## config.mk

```make
export PLATFORM = sky130hd
export DESIGN_NAME = ofm_wr_sched
export DESIGN_NICKNAME = d
export VERILOG_FILES = /design/src/rtl/cnn_pkg.sv /design/src/rtl/rr_arbiter.sv /design/src/rtl/ofm_wr_sched.sv
export SDC_FILE = /design/constraint.sdc
export NUM_CORES = 1
export LEC_CHECK = 0
export CAP_MARGIN = 20
export CORE_MARGIN = 4
export CORE_UTILIZATION = 33
export DETAILED_ROUTE_END_ITERATION = 12
export RECOVER_POWER = 50
export REMOVE_ABC_BUFFERS = 1
export SKIP_LAST_GASP = 1
export SLEW_MARGIN = 20
export SYNTH_ARGS = -nofsm -noshare
export SYNTH_HDL_FRONTEND = slang
export SYNTH_SLANG_ARGS = --single-unit
export TNS_END_PERCENT = 50
```

## constraint.sdc

```tcl
create_clock -name clk -period 5.2 [get_ports clk]
set_clock_uncertainty 0.1 [all_clocks]
set_input_delay 1.56 -clock clk [delete_from_list [all_inputs] [get_ports clk]]
set_output_delay 1.56 -clock clk [all_outputs]
set_load 0.01 [all_outputs]
```

## src/rtl/cnn_pkg.sv

```systemverilog
// Shared types and constants for the OFM write path: FSM encoding and the
// byte/slot geometry of a packed 32-bit OFM word.
package cnn_pkg;

    localparam int SLOTS  = 4;
    localparam int BYTE_W = 8;
    localparam int WORD_W = SLOTS * BYTE_W;

    typedef enum logic [1:0] {
        ST_IDLE    = 2'd0,
        ST_COLLECT = 2'd1,
        ST_WRITE   = 2'd2,
        ST_DONE    = 2'd3
    } ofm_state_t;

    // Slot 0 is the most significant byte of the packed word.
    function automatic int slot_lsb(input int slot);
        return (SLOTS - 1 - slot) * BYTE_W;
    endfunction

endpackage

```

## src/rtl/rr_arbiter.sv

```systemverilog
// Round-robin arbiter: grants the first requesting lane at or above ptr,
// wrapping modulo LANES. Purely combinational.
module rr_arbiter #(
    parameter int LANES = 4,
    parameter int LW    = (LANES > 1) ? $clog2(LANES) : 1
) (
    input  logic [LANES-1:0] req,
    input  logic [LW-1:0]    ptr,
    output logic [LANES-1:0] grant,
    output logic [LW-1:0]    grant_idx,
    output logic             grant_any
);

    int idx;

    always_comb begin
        grant     = '0;
        grant_idx = '0;
        grant_any = 1'b0;
        idx       = 0;
        for (int i = 0; i < LANES; i++) begin
            idx = int'(ptr) + i;
            if (idx >= LANES) begin
                idx = idx - LANES;
            end
            if (!grant_any && req[idx]) begin
                grant_any  = 1'b1;
                grant[idx] = 1'b1;
                grant_idx  = LW'(idx);
            end
        end
    end

endmodule

```

## src/rtl/ofm_wr_sched.sv

```systemverilog
// OFM write scheduler: gathers bytes from LANES requesters round-robin, packs
// four per word and writes DEPTH words starting at BASE.
module ofm_wr_sched
    import cnn_pkg::*;
#(
    parameter int          DEPTH = 128,
    parameter int          LANES = 4,
    parameter logic [31:0] BASE  = 32'd0
) (
    input  logic                clk,
    input  logic                rst_n,
    input  logic                start,
    input  logic                flush,
    input  logic [LANES-1:0]    req_valid,
    input  logic [8*LANES-1:0]  req_data,
    output logic [LANES-1:0]    req_ready,
    output logic                ofm_wr,
    output logic [31:0]         ofm_addr,
    output logic [31:0]         ofm_wr_data,
    output logic                busy,
    output logic                done
);

    localparam int LW = (LANES > 1) ? $clog2(LANES) : 1;
    localparam int CW = $clog2(DEPTH + 1);
    localparam int SW = $clog2(SLOTS);

    ofm_state_t        state_reg, state_next;
    logic [CW-1:0]     count_reg, count_next;
    logic [SW-1:0]     slot_reg, slot_next;
    logic [LW-1:0]     rr_reg, rr_next;
    logic [WORD_W-1:0] pack_reg, pack_next;

    logic              ofm_wr_reg;
    logic [31:0]       ofm_addr_reg;
    logic [31:0]       ofm_data_reg;
    logic              busy_reg;
    logic              done_reg;

    logic [BYTE_W-1:0] lane_byte [LANES];
    logic [LANES-1:0]  arb_req;
    logic [LANES-1:0]  grant;
    logic [LW-1:0]     grant_idx;
    logic              grant_any;

    genvar gi;
    generate
        for (gi = 0; gi < LANES; gi++) begin : g_lane
            assign lane_byte[gi] = req_data[BYTE_W*gi +: BYTE_W];
        end
    endgenerate

    // Gating the requests keeps the grant, and hence req_ready, zero outside COLLECT.
    assign arb_req = (state_reg == ST_COLLECT) ? req_valid : '0;

    rr_arbiter #(
        .LANES (LANES),
        .LW    (LW)
    ) u_arb (
        .req       (arb_req),
        .ptr       (rr_reg),
        .grant     (grant),
        .grant_idx (grant_idx),
        .grant_any (grant_any)
    );

    // Ready must answer valid in the same cycle to sustain 4 bytes per 5 cycles.
    assign req_ready   = grant;
    assign ofm_wr      = ofm_wr_reg;
    assign ofm_addr    = ofm_addr_reg;
    assign ofm_wr_data = ofm_data_reg;
    assign busy        = busy_reg;
    assign done        = done_reg;

    always_comb begin
        state_next = state_reg;
        count_next = count_reg;
        slot_next  = slot_reg;
        rr_next    = rr_reg;
        pack_next  = pack_reg;
        case (state_reg)
            ST_IDLE, ST_DONE: begin
                if (start) begin
                    state_next = ST_COLLECT;
                    count_next = '0;
                    slot_next  = '0;
                    rr_next    = '0;
                    pack_next  = '0;
                end
            end
            ST_COLLECT: begin
                if (grant_any) begin
                    pack_next[slot_lsb(int'(slot_reg)) +: BYTE_W] = lane_byte[grant_idx];
                    slot_next = slot_reg + SW'(1);
                    rr_next   = (grant_idx == LW'(LANES - 1)) ? '0 : grant_idx + LW'(1);
                end
                // A grant coinciding with flush is packed before the word goes out.
                if ((grant_any && (slot_reg == SW'(SLOTS - 1) || flush)) ||
                    (flush && slot_reg != '0)) begin
                    state_next = ST_WRITE;
                end
            end
            ST_WRITE: begin
                count_next = count_reg + CW'(1);
                slot_next  = '0;
                pack_next  = '0;
                state_next = (count_reg == CW'(DEPTH - 1)) ? ST_DONE : ST_COLLECT;
            end
            default: state_next = ST_IDLE;
        endcase
    end

    always_ff @(posedge clk or negedge rst_n) begin
        if (!rst_n) begin
            state_reg    <= ST_IDLE;
            count_reg    <= '0;
            slot_reg     <= '0;
            rr_reg       <= '0;
            pack_reg     <= '0;
            ofm_wr_reg   <= 1'b0;
            ofm_addr_reg <= '0;
            ofm_data_reg <= '0;
            busy_reg     <= 1'b0;
            done_reg     <= 1'b0;
        end else begin
            state_reg  <= state_next;
            count_reg  <= count_next;
            slot_reg   <= slot_next;
            rr_reg     <= rr_next;
            pack_reg   <= pack_next;
            ofm_wr_reg <= (state_next == ST_WRITE);
            if (state_reg == ST_COLLECT && state_next == ST_WRITE) begin
                ofm_addr_reg <= BASE + 32'(count_reg);
                ofm_data_reg <= pack_next;
            end
            busy_reg <= (state_next == ST_COLLECT) || (state_next == ST_WRITE);
            done_reg <= (state_next == ST_DONE);
        end
    end

endmodule

```

==> out/results.tsv <==
metric	value	unit
Num CTS Buffers	9	
first-pass GRT wire length	19600	um
antenna-violating nets left	0	
DR pass1 iterations	4	
Crit. End Element	output pin	
Netlist cell types	51	
clk root buf	clkbuf_16	
Leakage	3.03	nW
Mapped Avg Cell Area	9.57	um2
clk_lat worst skew	0.34	ns
Die Width	129	um
pin count of the biggest net entering global routing	59	
Max rail drop VDD	0.000279	V
Worst-Margin Slew	3.13	ns
Die ar.	0.0167	mm2
core region area	0.0145	mm2
failing checks	max-capacitance violations, max-slew violations	
worst path required time	3.54	ns
routed vias/inst	5.02	
WL final	11900	um
Post CTS Setup Buffer Count	0	
wire length per cell	15.1	um
synthesized area	0.00485	mm2
vias in the first global route	4026	
post-synthesis instance total	507	
worst-path fanout max	7	
Critical Path Start Type	input port	
Worst-path clk slew	0.06	ns
top_reg_cell synth	dfrtp_1	
Cell Rows	44	
unrepaired setup endpoints after global routing	yes	
number of flops mapped to enable cells by yosys	0	
dpl hpwl	8510	um
layout cells sized above 1	10.2	%
synth warn	0	
Slew headroom	-109	%
vias	3975	
register area share after synthesis	45.9	%
# clock sinks	89	
grt ovf	0	
IO Pins	111	
Max Cap Viol	1	
CP Class	input port to output pin	
period utilization	99.9	%
FF+latch count, synth	89	
Min-Delay Path Class	flip-flop to flip-flop	
fin nets	663	
total power	2.94	mW
Area growth syn-to-layout	28.5	%
Max clock buf depth	2	
antenna violations before repair	0	
min Tclk post-route	5.20	ns
status	complete, but fails checks	
CTS tree	built	
final worst setup slack	0.00263	ns
Die Ht	129	um
H-tree depth	3	
WP data arrival	3.54	ns
Port Buf Inserts	86	
Placement Setup Slack	-0.0812	ns
PwrDens	472	mW/mm2
Fillers	1393	
final setup vio count	0	
Max Slew Vio Count	59	
antenna diode count	0	
final hold violation count	0	
Fmax	192	MHz
Initial Utilization	33.5	%
DRC errors left	0	
Post-synth ARST share	100	%
gr usage total	14.6	%
Final Wtd Congestion	0.828	
Starting DRT DRC Count	236	
==> cell type report <==
type | instances | area [um2] | area share [%]
clock buffer | 9 | 225 | 3.61
clock inverter | 6 | 67.6 | 1.08
inverter | 10 | 37.5 | 0.602
multi-input combinational | 382 | 2380 | 38.3
sequential | 89 | 2230 | 35.7
tap | 184 | 230 | 3.69
timing repair buffer | 112 | 1060 | 17.0
==> what timing repair did <==
item / 4_1_cts / 5_1_grt
hold endpoints to repair: 0 / 0
pin swaps: 1 / 1
hold buffers: 0 / 0
endpoints found under the setup margin: 4 / 2
gates resized for setup: 6 / 2
==> cell usage after synthesis (8+ instances only) <==
cell type  number  area (um2)
dfrtp_1        89        2230
nand2_1        86         323
o21ai_1        56         280
a21oi_1        35         175
and3_1         32         200
buf_4          27         203
ha_1           19         238
mux2i_1        19         190
o21ai_0        17        85.1
clkbuf_1       15        56.3
inv_1          10        37.5
nand2b_1        8        50.1
nor2_1          8        30.0
==> per-layer routing <==
metal | GRT usage [%] | vias up | part of all wire (%)
met2 | 24.2 | 116 | 47
met3 | 3.87 | 20 | 6.0
met5 | 0 | - | 0
li1 | - | 1937 | -
met1 | 18.7 | 1902 | 45
met4 | 4.39 | 0 | 1.5
==> cells in the final DEF, fill, tap and decap left out, types with 9 or more instances in the layout <==
cell type        instances
dfrtp_1                 89
nand2_1                 86
clkdlybuf4s50_1         57
o21ai_1                 56
a21oi_1                 35
and3_1                  32
conb_1                  24
buf_4                   24
dlygate4sd3_1           23
mux2i_1                 19
ha_1                    19
o21ai_0                 17
inv_1                   10
clkbuf_16                9
==> per-stage QoR <==
stage | std cells | hold slack, ns | TNS, ns | cell area [um2] | util, %
global placement | 777 | 0.355 | -0.0102 | 5930 | 40.9
finish | 792 | 0.368 | 0 | 6230 | 43.1
floorplan | 481 | 0.342 | 0 | 4620 | -
global route | 792 | 0.393 | -0.110 | 6230 | 43.1
detailed placement | 777 | 0.366 | -0.229 | 5930 | 40.9
CTS | 792 | 0.380 | -0.00339 | 6230 | 43.1
==> cells by family (layout without fill, tap and decap cells) <==
| family | after synthesis | after routing | share of synthesized area [%] |
|---|---|---|---|
| xor gates and xnor gates | 1 | 1 | 0.181 |
| DFF | 89 | 89 | 45.9 |
| muxes | 30 | 30 | 7.30 |
| other | 1 | 24 | 0.0773 |
| buffers and inverters | 59 | 137 | 7.22 |
| adders and majority gates | 19 | 19 | 4.90 |
| AOI/OAI and AO/OA | 146 | 146 | 18.4 |
| and+or+nand+nor | 162 | 162 | 16.0 |
==> critical path, cell delays in order <==
cell and delay (ns):
clkdlybuf4s50_1 0.49, buf_4 0.16, nor3b_2 0.17, a31oi_1 0.09, a211oi_4 0.38, nand2_1 0.09
nand2_1 0.07, clkdlybuf4s50_1 0.53
==> path summary, 6_finish.rpt <==
path / from / endpoint / slack [ns] / cells after the start
max: req_valid[1] / req_ready[1] / 0.003 / 8
min: ofm_addr[1] / ofm_addr[1] / 0.37 / 2
max reg2reg: rr_reg[1] / pack_reg[4] / 1.85 / 10
min reg2reg: ofm_addr[1] / ofm_addr[1] / 0.37 / 2
max in group asynchronous: rst_n / state_reg[0] / 0.77 / 2
min in group asynchronous: rst_n / ofm_addr[6] / 2.16 / 1
==> power breakdown <==
group / total (mW) / internal [mW] / switching [mW]
registers: 0.849 / 0.785 / 0.0637
logic: 1.45 / 0.575 / 0.876
clock network: 0.643 / 0.371 / 0.272
Power figures use the tool's default switching activity.
